[src/rtl/mc_controller_p.sv]
// Multicycle ARM-subset controller: main FSM, ALU decoder, condition check and
// NZCV flag register. Instr carries instruction bits [31:12], so bit k of the
// instruction is Instr[k-12].
module mc_controller_p #(
  parameter int unsigned ALUCTL_W    = 3,
  parameter logic [3:0]  RESET_FLAGS = 4'b0000
) (
  input  logic                clk,
  input  logic                reset,
  input  logic [19:0]         Instr,
  input  logic [3:0]          ALUFlags,
  output logic                PCWrite,
  output logic                MemWrite,
  output logic                RegWrite,
  output logic                IRWrite,
  output logic                AdrSrc,
  output logic [1:0]          RegSrc,
  output logic [1:0]          ALUSrcA,
  output logic [1:0]          ALUSrcB,
  output logic [1:0]          ResultSrc,
  output logic [1:0]          ImmSrc,
  output logic [ALUCTL_W-1:0] ALUControl,
  output logic [3:0]          State
);

  typedef enum logic [3:0] {
    StFetch  = 4'd0,
    StDecode = 4'd1,
    StMemAdr = 4'd2,
    StMemRd  = 4'd3,
    StMemWb  = 4'd4,
    StMemWr  = 4'd5,
    StExecR  = 4'd6,
    StExecI  = 4'd7,
    StAluWb  = 4'd8,
    StBranch = 4'd9
  } state_e;

  localparam logic [2:0] AluAdd = 3'd0;
  localparam logic [2:0] AluSub = 3'd1;
  localparam logic [2:0] AluAnd = 3'd2;
  localparam logic [2:0] AluOrr = 3'd3;
  localparam logic [2:0] AluEor = 3'd4;

  state_e     state_q, state_d;
  logic [3:0] flags_q, flags_d;
  logic       flags_en;

  logic [3:0] cond;
  logic [1:0] op;
  logic       i_bit, s_bit, u_bit;
  logic [3:0] cmd;

  logic [2:0] alu_op, alu_ctl;
  logic       no_write, legal, arith;
  logic       cond_ex;
  logic       pc_w, mem_w, reg_w, ir_w;

  // Register numbers (Rn/Rd) are routed by the datapath, not used here.
  logic unused_regs;
  assign unused_regs = ^Instr[7:0];

  assign cond  = Instr[19:16];
  assign op    = Instr[15:14];
  assign i_bit = Instr[13];
  assign cmd   = Instr[12:9];
  assign u_bit = Instr[11];
  assign s_bit = Instr[8];

  // ALU decode: map cmd to an operation; compare/test forms suppress the write.
  always_comb begin
    alu_op   = AluAdd;
    no_write = 1'b0;
    legal    = 1'b1;
    arith    = 1'b0;
    case (cmd)
      4'b0100: begin alu_op = AluAdd; arith = 1'b1; end
      4'b0010: begin alu_op = AluSub; arith = 1'b1; end
      4'b0000: alu_op = AluAnd;
      4'b1100: alu_op = AluOrr;
      4'b0001: begin alu_op = AluEor; legal = (ALUCTL_W >= 3); end
      4'b1010: begin alu_op = AluSub; arith = 1'b1; no_write = 1'b1; end
      4'b1011: begin alu_op = AluAdd; arith = 1'b1; no_write = 1'b1; end
      4'b1000: begin alu_op = AluAnd; no_write = 1'b1; end
      default: legal = 1'b0;
    endcase
    if (!legal) alu_op = AluAdd;
  end

  // Condition check against the stored NZCV flags.
  always_comb begin
    cond_ex = 1'b0;
    case (cond)
      4'b0000: cond_ex = flags_q[2];
      4'b0001: cond_ex = ~flags_q[2];
      4'b0010: cond_ex = flags_q[1];
      4'b0011: cond_ex = ~flags_q[1];
      4'b0100: cond_ex = flags_q[3];
      4'b0101: cond_ex = ~flags_q[3];
      4'b0110: cond_ex = flags_q[0];
      4'b0111: cond_ex = ~flags_q[0];
      4'b1000: cond_ex = flags_q[1] & ~flags_q[2];
      4'b1001: cond_ex = ~flags_q[1] | flags_q[2];
      4'b1010: cond_ex = (flags_q[3] == flags_q[0]);
      4'b1011: cond_ex = (flags_q[3] != flags_q[0]);
      4'b1100: cond_ex = ~flags_q[2] & (flags_q[3] == flags_q[0]);
      4'b1101: cond_ex = flags_q[2] | (flags_q[3] != flags_q[0]);
      4'b1110: cond_ex = 1'b1;
      default: cond_ex = 1'b0;
    endcase
  end

  // Logic ops leave C and V untouched.
  assign flags_en = ((state_q == StExecR) || (state_q == StExecI)) & s_bit & cond_ex & legal;
  assign flags_d  = {ALUFlags[3:2], arith ? ALUFlags[1:0] : flags_q[1:0]};

  // Flag register, loaded at the end of an executing ALU instruction.
  always_ff @(posedge clk or negedge reset) begin
    if (!reset) begin
      flags_q <= RESET_FLAGS;
    end else if (flags_en) begin
      flags_q <= flags_d;
    end
  end

  // State register.
  always_ff @(posedge clk or negedge reset) begin
    if (!reset) begin
      state_q <= StFetch;
    end else begin
      state_q <= state_d;
    end
  end

  // Next-state logic.
  always_comb begin
    state_d = StFetch;
    unique case (state_q)
      StFetch:  state_d = StDecode;
      StDecode: begin
        unique case (op)
          2'b01:   state_d = StMemAdr;
          2'b00:   state_d = i_bit ? StExecI : StExecR;
          2'b10:   state_d = StBranch;
          default: state_d = StFetch;
        endcase
      end
      StMemAdr: state_d = s_bit ? StMemRd : StMemWr;
      StMemRd:  state_d = StMemWb;
      StExecR,
      StExecI:  state_d = StAluWb;
      default:  state_d = StFetch;
    endcase
  end

  // Per-state control outputs; strobes are gated off below while reset is held.
  always_comb begin
    pc_w      = 1'b0;
    mem_w     = 1'b0;
    reg_w     = 1'b0;
    ir_w      = 1'b0;
    AdrSrc    = 1'b0;
    RegSrc    = 2'b00;
    ALUSrcA   = 2'b00;
    ALUSrcB   = 2'b00;
    ResultSrc = 2'b00;
    alu_ctl   = AluAdd;
    unique case (state_q)
      StFetch: begin
        ir_w      = 1'b1;
        pc_w      = 1'b1;
        ALUSrcA   = 2'b01;
        ALUSrcB   = 2'b10;
        ResultSrc = 2'b10;
      end
      StDecode: begin
        ALUSrcA   = 2'b01;
        ALUSrcB   = 2'b10;
        ResultSrc = 2'b10;
        RegSrc    = 2'b01;
      end
      StMemAdr: begin
        ALUSrcB = 2'b01;
        alu_ctl = u_bit ? AluAdd : AluSub;
      end
      StMemRd:  AdrSrc = 1'b1;
      StMemWb: begin
        ResultSrc = 2'b01;
        reg_w     = cond_ex;
      end
      StMemWr: begin
        AdrSrc = 1'b1;
        mem_w  = cond_ex;
        RegSrc = 2'b10;
      end
      StExecR:  alu_ctl = alu_op;
      StExecI: begin
        ALUSrcB = 2'b01;
        alu_ctl = alu_op;
      end
      StAluWb:  reg_w = cond_ex & ~no_write & legal;
      StBranch: begin
        ALUSrcB   = 2'b01;
        ResultSrc = 2'b10;
        pc_w      = cond_ex;
        RegSrc    = 2'b01;
      end
      default: ;
    endcase
  end

  assign PCWrite    = pc_w & reset;
  assign MemWrite   = mem_w & reset;
  assign RegWrite   = reg_w & reset;
  assign IRWrite    = ir_w & reset;
  assign ImmSrc     = op;
  assign ALUControl = alu_ctl[ALUCTL_W-1:0];
  assign State      = state_q;

endmodule

[config.mk]
export PLATFORM = sky130hd
export DESIGN_NAME = mc_controller_p
export DESIGN_NICKNAME = d
export VERILOG_FILES = /design/src/rtl/mc_controller_p.sv
export SDC_FILE = /design/constraint.sdc
export NUM_CORES = 1
export LEC_CHECK = 0
export BUFFER_PORTS_ARGS = -buffer_cell sky130_fd_sc_hd__buf_2
export CAP_MARGIN = 20
export CORE_ASPECT_RATIO = 0.7
export CORE_MARGIN = 4
export CORE_UTILIZATION = 47
export CTS_CLUSTER_DIAMETER = 150
export CTS_CLUSTER_SIZE = 8
export DETAILED_ROUTE_END_ITERATION = 7
export MAX_ROUTING_LAYER = met4
export PLACE_DENSITY = 0.84
export SLEW_MARGIN = 25
export SYNTH_ARGS = -nofsm -noshare
export SYNTH_HDL_FRONTEND = slang
export SYNTH_SLANG_ARGS = --single-unit
[constraint.sdc]
create_clock -name clk -period 4.5 [get_ports clk]
set_input_delay 0.675 -clock clk [delete_from_list [all_inputs] [get_ports clk]]
set_output_delay 0.675 -clock clk [all_outputs]
set_load 0.05 [all_outputs]
### After elaboration in Yosys (flattened, before gate mapping)

Index checks and enable logic that the tools add are counted.

| word-level totals | value |
|---|---|
| bits of input ports | 26 |
| register bits after elaboration | 8 |
| logic and storage cells | 93 |
| output and inout bits | 22 |

| operators by class | value |
|---|---|
| bitwise operators | 18 |
| equality and inequality tests | 34 |
| muxes and demuxes | 21 |
| reductions and logical operators | 17 |

Operator list:

| cell | number |
|---|---|
| equality test 4 bit, second input constant | 13 |
| equality test 4 x 3 -> 1 bit, second input constant | 9 |
| equality test 4 x 2 -> 1 bit, second input constant | 5 |
| case mux 4 bit (5 select lines) | 1 |
| case mux 1 bit (15 select lines) | 1 |
| equality test 4 x 1 -> 1 bit, second input constant | 3 |
| zero test 4 bit | 3 |
| case mux 2 bit (2 select lines) | 3 |
| case mux 3 bit (4 select lines) | 1 |
| case mux 4 bit (3 select lines) | 1 |
| OR reduction 2 bit | 6 |
| AND 1 bit | 11 |
| two-way mux 1 bit | 9 |
| OR reduction 3 bit | 3 |
| OR reduction 8 bit | 1 |
| two-way mux 3 bit | 2 |
| case mux 3 bit (2 select lines) | 1 |
| inverter 1 bit | 5 |
| case mux 1 bit (2 select lines) | 2 |
| OR reduction 4 bit | 1 |
| equality test 2 x 1 -> 1 bit, second input constant | 1 |
| equality test 2 bit, second input constant | 1 |
| zero test 2 bit | 1 |
| bitwise OR 1 bit | 2 |
| 4 further kinds | 4 |

### Longest topological paths before layout

Gate-level depths: netlist of run 1.

| depth | value |
|---|---|
| word-level depth | 8 |
| depth in mapped cells | 7 |
| gate-level depth less buffers | 6 |

### Least setup slack after synthesis of run 1

No wires, ideal clock.

| timing | value |
|---|---|
| path type | input-to-output |
| start point | input port Instr[17] |
| end point | output port RegWrite |
| slack | 0.909 ns |
| required time | 3.825 ns |
| arrival | 2.916 ns |
| cell stages on the path | 7 |
| buffers on the path | 1 |
| cells stage by stage | buf_6 > mux2_4 > or3_1 > a21oi_1 > a221oi_2 > nand2b_1 > a2111oi_2 |

| on the way | value |
|---|---|
| cells in the longest elaborated chain, start to end | 6 |
| elaborated cells on any way between the ends | 20 |
| classes of those cells | eq/ne: 14; mux: 2; bitwise: 3; reduce/logical: 1 |

Ends and longest elaborated chain:

| item | line | RTL |
|---|---|---|
| start: declaration | 10 | `input logic [19:0] Instr,` |
| equality test 4 bit (tied with other cells) | 93 | `case (cond)` |
| case mux 1 bit (15 select lines) * | 93 |  |
| AND 1 bit (2 in a row) | 201 | `StAluWb: reg_w = cond_ex & ~no_write & legal;` |
| case mux 1 bit (2 select lines) * | 168 | `unique case (state_q)` |
| AND 1 bit * | 214 | `assign RegWrite = reg_w & reset;` |
| end: declaration | 14 | `output logic RegWrite,` |

Every way passes the cells marked *; elsewhere a longest branch is shown, timed or not.

### Worst setup path in the final report of run 1

Same ends and word-level chain as after synthesis.

==> results.ini, run 1 <==
[timing]
tightestPinTransition_ns=0.515
hold_viol=0
slew_viol_final=0
timing.slew.headroom_pct=65.7
clock.fmax_mhz=303
finalClockSkew_ns=0.00331
period_minus_slack_ns=3.30
setup_violations=0
rsz0062_at_grt=false
holdWs_ns=0.276
tns_ns=0
finalCritPeriodShare_pct=73.4

[setup_path]
cp_top_family=compound AO/OA/AOI/OAI gates
worst-path-max-fanout=9
r2r-end=flags_q[1]
worst-r2r-setup-slack_ns=2.33
crit_path_end=RegWrite
reg2reg_from=flags_q[3]
start_kind=primary input
crit_cells=8
path_buf_inv=2
critPathArrivalTime_ns=2.63
cp-startpoint=Instr[17]
path_class=primary input to output pin
worst_path_largest_cell_delay_ns=0.35
cp-end-kind=output pin
cp_common_cell=buf_2
cp.required_ns=3.83
slowest_stage=a2111oi_2
cp_cell_sequence=buf_2 > mux2_4 > or3_1 > a21oi_1 > a221oi_2 > nand2b_1 > a2111oi_2 > buf_2
reg2reg_depth=6

[drt]
dr.pass1.iters=4
drc=0
routed_wl_um=2180
first_iter_violations=44
via_per_inst=5.66
wl_per_cell_um=13.5
final_antenna_net_count=0
vias=912

[synth]
synth_common_cells=9 x nor2_1, 9 x nor3_1, 8 x dfrtp_1
synth_nets=135
ys_warn_count=0
synth_area_leaders=dfrtp_1 23%, nor3_1 5.1%, mux2_1 5.1%
synth_top_cell_area_share_pct=22.7
synth_edf_count=0
synth_area_per_cell_um2=8.10
yosysTopAreaCell=dfrtp_1
synth-seq-cells=8
synth_cell_types=46
synth-main-ff-cell=dfrtp_1
yosysSeqAreaShare_pct=22.7
netlist_instances=109
ys_async_sr_fraction_pct=100
syn_area_um2=883

[cts]
cts_root_buf=clkbuf_4
cts_buffers=3
clock_tree.buffer_depth=2
cts_hold_buf=0
clkSlewWorstSetupHoldPaths_ns=0.05
cts_tree=built
cts_setup_buffers=0
htree_levels=1
insertion_delay_ns=0.25
cts_resized=0
cts_sinks=8

[die]
num_rows=12
core_mm2=0.00168
die_y_um=44.3
pin_count=48
die_area_mm2=0.00265
start_util_pct=52.5
fp.dieW_um=59.8

[cells_and_area]
fin_nets=168
n_antenna_cell=0
drive_above_1_share_pct=35.0
syn_to_final_growth_pct=19.4
final_util_pct=62.7

[pwr]
power_density_mw_per_mm2=758
peakVddDrop_v=0.000583
p_leak_nw=0.508
power_mw=0.799

[run]
drv_cap=0

[placement]
port_buffers=38
hpwlAfterDp_um=1690
routabilityCongestion=0.862

[run_status]
status=finished, final reports clean

[grt]
grt_overflow=0
grt_use_total_pct=17.8
grt_pass1_vias=784
antenna_found_initial=0
grt_start_max_net_pins=18
grt_pass1_wl_um=3540

[worst_hold_path]
hold_class=primary input to async pin

==> placed cells by master (no fill, tap or decap), types with 2 or more instances in the layout <==
master    count
o21ai_0       4
nor4_1        2
mux2_1        4
nor2_1        9
o21bai_1      2
and2_1        2
a31oi_1       2
dfrtp_1       8
clkbuf_4      3
nor2_2        2
nor3_1        9
nand3_1       2
nor2b_1       4
mux2i_1       2
inv_1         2
xnor2_1       3
xor2_1        2
nand4b_1      2
a21oi_1       5
o31ai_1       2
nand2b_1      4
buf_2        38
nand2_1       5
a211oi_1      2
==> state kept, by name, summed over array words and instances, names as in the netlist <==
name and cells:
State 4, flags_q 4
==> power breakdown <==
group / total [mW] / leakage, nW / switching, mW / internal (mW)
Clock: 0.0534 / 0.0138 / 0.0230 / 0.0304
Combinational: 0.565 / 0.388 / 0.414 / 0.151
Sequential: 0.181 / 0.107 / 0.0821 / 0.0987
==> cell families after synthesis <==
group           Yosys count  share of synthesized area (%)
buf+inv                  12                           8.50
flops                     8                           22.7
other cells               1                          0.425
compound gates           23                           18.8
simple gates             53                           35.6
xor+xnor                  5                           4.96
mux                       7                           9.06
==> through the flow <==
step	cells	setup slack, ns	cell area [µm²]
global route	161	1.10	1050
CTS	161	1.21	1050
detailed placement	158	1.22	1030
finish	161	1.20	1050
floorplan	109	0.909	883
global placement	158	1.25	1030
==> how the worst min path moves through the flow <==
stage | to
finish | State[0]
global route | State[0]
CTS | State[0]
detailed placement | flags_q[3]
global placement | flags_q[0]
floorplan | State[0]
==> cell type report <==
class,instances,area [µm²]
Multi-Input combinational cell,89,608
Timing Repair Buffer,38,190
Sequential cell,8,200
Inverter,2,7.51
Clock buffer,3,22.5
Fill cell,153,627
Tap cell,21,26.3
==> layer usage <==
| layer | up-vias | GRT usage (%) | wire length [µm] |
|---|---|---|---|
| met4 | 0 | 5.31 | 17 |
| met1 | 420 | 25.6 | 1040 |
| met3 | 5 | 4.08 | 129 |
| met2 | 26 | 24.4 | 995 |
| li1 | 461 | - | - |
| met5 | - | - | 0 |
(Power assumes the default switching activity.)
==> run 2: changes to the inputs <==
- CORE_UTILIZATION: 47 -> 44
- PLACE_DENSITY: 0.84 -> 0.79
- clock period: 4.5 -> 3.2 ns (I/O delays scaled with it)
==> results.ini, run 2 (synthesis gave the netlist of run 1 again) <==
[cts]
htree_levels=1  ; unchanged
cts_buffers=3  ; unchanged
clock_tree.buffer_depth=2  ; unchanged
cts_resized=0  ; unchanged
cts_sinks=8  ; unchanged
insertion_delay_ns=0.25  ; about the same
cts_tree=built
cts_root_buf=clkbuf_4
cts_hold_buf=0  ; unchanged
clkSlewWorstSetupHoldPaths_ns=0.05  ; about the same
cts_setup_buffers=0  ; unchanged

[drt]
routed_wl_um=2130  ; -2.2%
vias=907  ; -0.55%
dr.pass1.iters=4  ; unchanged
via_per_inst=5.60  ; -1.2%
drc=0  ; unchanged
final_antenna_net_count=0  ; unchanged
wl_per_cell_um=13.1  ; -2.9%
first_iter_violations=32  ; -27%

[setup_path]
worst_path_largest_cell_delay_ns=0.32  ; -0.03 ns
slowest_stage=a2111oi_4
worst-path-max-fanout=9  ; unchanged
cp_top_family=compound AO/OA/AOI/OAI gates
path_class=primary input to output pin
cp_common_cell=buf_2
start_kind=primary input
path_buf_inv=2  ; unchanged
crit_cells=8  ; unchanged
critPathArrivalTime_ns=2.44  ; -0.19 ns
cp-end-kind=output pin
reg2reg_depth=6  ; unchanged
cp.required_ns=2.72  ; -1.11 ns
cp_cell_sequence=buf_2 > mux2_4 > or3_1 > a21oi_1 > a221oi_2 > nand2b_1 > a2111oi_4 > buf_2

[timing]
period_minus_slack_ns=2.92
timing.slew.headroom_pct=65.8  ; +0.083 points
tns_ns=0  ; unchanged
rsz0062_at_grt=false
clock.fmax_mhz=343
hold_viol=0  ; unchanged
finalCritPeriodShare_pct=91.2
setup_violations=0  ; unchanged
tightestPinTransition_ns=0.514  ; -0.00124 ns
finalClockSkew_ns=0.00452  ; +0.00121 ns
slew_viol_final=0  ; unchanged
fin_ws_ns=0.282  ; -0.914 ns

[pwr]
power_switching_mw=0.731  ; +41%
clockPowerShare_pct=6.6  ; about the same
p_comb_share_pct=70.4  ; -0.3 points
seq_power_share_pct=23.0  ; +0.4 points
peakVddDrop_v=0.000855  ; +47%
switching_share_pct=64.9  ; -0.078 points
internal_power_mw=0.396  ; +41%
p_leak_nw=0.508  ; about the same
power_density_mw_per_mm2=1050  ; +39%
power_mw=1.13  ; +41%

[die]
pin_count=48  ; unchanged
die_y_um=45.5  ; +2.7%
die_area_mm2=0.00280  ; +5.7%
num_rows=13  ; +1
start_util_pct=46.8  ; -5.7 points
core_mm2=0.00189  ; +12%
fp.dieW_um=61.6  ; +2.9%

[worst_hold_path]
hold_class=primary input to async pin

[grt]
grt_overflow=0  ; unchanged
antenna_found_initial=0  ; unchanged
grt_pass1_wl_um=3300  ; -6.8%
grt_start_max_net_pins=18  ; unchanged
grt_pass1_vias=791  ; +0.89%
grt_use_total_pct=15.9  ; -1.9 points

[placement]
port_buffers=38  ; unchanged
place_ws_ns=0.299  ; -0.920 ns
hpwlAfterDp_um=1660  ; -2.0%
routabilityCongestion=0.760  ; -12%

[cells_and_area]
n_antenna_cell=0  ; unchanged
syn_to_final_growth_pct=21.0
layout_commonest_cell=buf_2
seq_area_um2=200  ; unchanged
multi_input_area_um2=621  ; +2.1%
layout_common_cells=38 x buf_2, 9 x nor2_1, 9 x nor3_1, 8 x dfrtp_1
final_util_pct=56.6  ; -6.1 points
drive_above_1_share_pct=35.0  ; unchanged
fin_nets=168  ; unchanged
n_fill_cell=170  ; +11%

[run]
drv_cap=0  ; unchanged

[run_status]
status=finished, final reports clean

-- run 2: cell counts in the layout (fill, tap and decap cells not counted) --
No cell type changed its count.
-- run 2: path summary, 6_finish.rpt --
path                        startpoint    endpoint  slack, ns
hold / removal                   reset    State[3]       0.08
setup reg to reg            flags_q[3]  flags_q[1]       1.07
hold reg to reg             flags_q[2]  flags_q[2]       0.58
min in group clk           ALUFlags[3]  flags_q[3]       0.46
max in group asynchronous        reset  flags_q[3]       2.93
setup / recovery             Instr[17]    RegWrite       0.28
-- run 2: power by group through the flow --
stage	combinational, mW	sequential [mW]	clock [mW]
detailed placement	0.795	0.257	0
CTS	0.797	0.255	0.0790
finish	0.793	0.259	0.0744
global placement	0.786	0.255	0
floorplan	0.627	0.262	0
global route	0.846	0.270	0.0844
-- run 2: area by class of cell --
cell class / count / area share (%)
sequential: 8 / 18.7
multi-input combinational: 89 / 58.1
inverter: 2 / 0.703
tap: 22 / 2.58
timing repair buffer: 38 / 17.8
clock buffer: 3 / 2.11
-- run 2: metal layers --
| metal | GRT usage (%) | wire length [µm] | part of all wire, % |
|---|---|---|---|
| met5 | - | 0 | 0 |
| met4 | 5.51 | 0 | 0 |
| met3 | 1.70 | 129 | 6.1 |
| met2 | 23.2 | 973 | 46 |
| met1 | 22.7 | 1030 | 48 |
-- run 2: per-stage QoR --
| step | hold slack, ns | area, µm² | instances |
|---|---|---|---|
| 6_report | 0.0824 | 1070 | 162 |
| 5_1_grt | 0.0767 | 1070 | 162 |
| 4_1_cts | 0.0745 | 1070 | 162 |
| 3_5_place_dp | 0.349 | 1050 | 159 |
| 3_3_place_gp | 0.340 | 1050 | 159 |
| 2_1_floorplan | 0.184 | 896 | 109 |
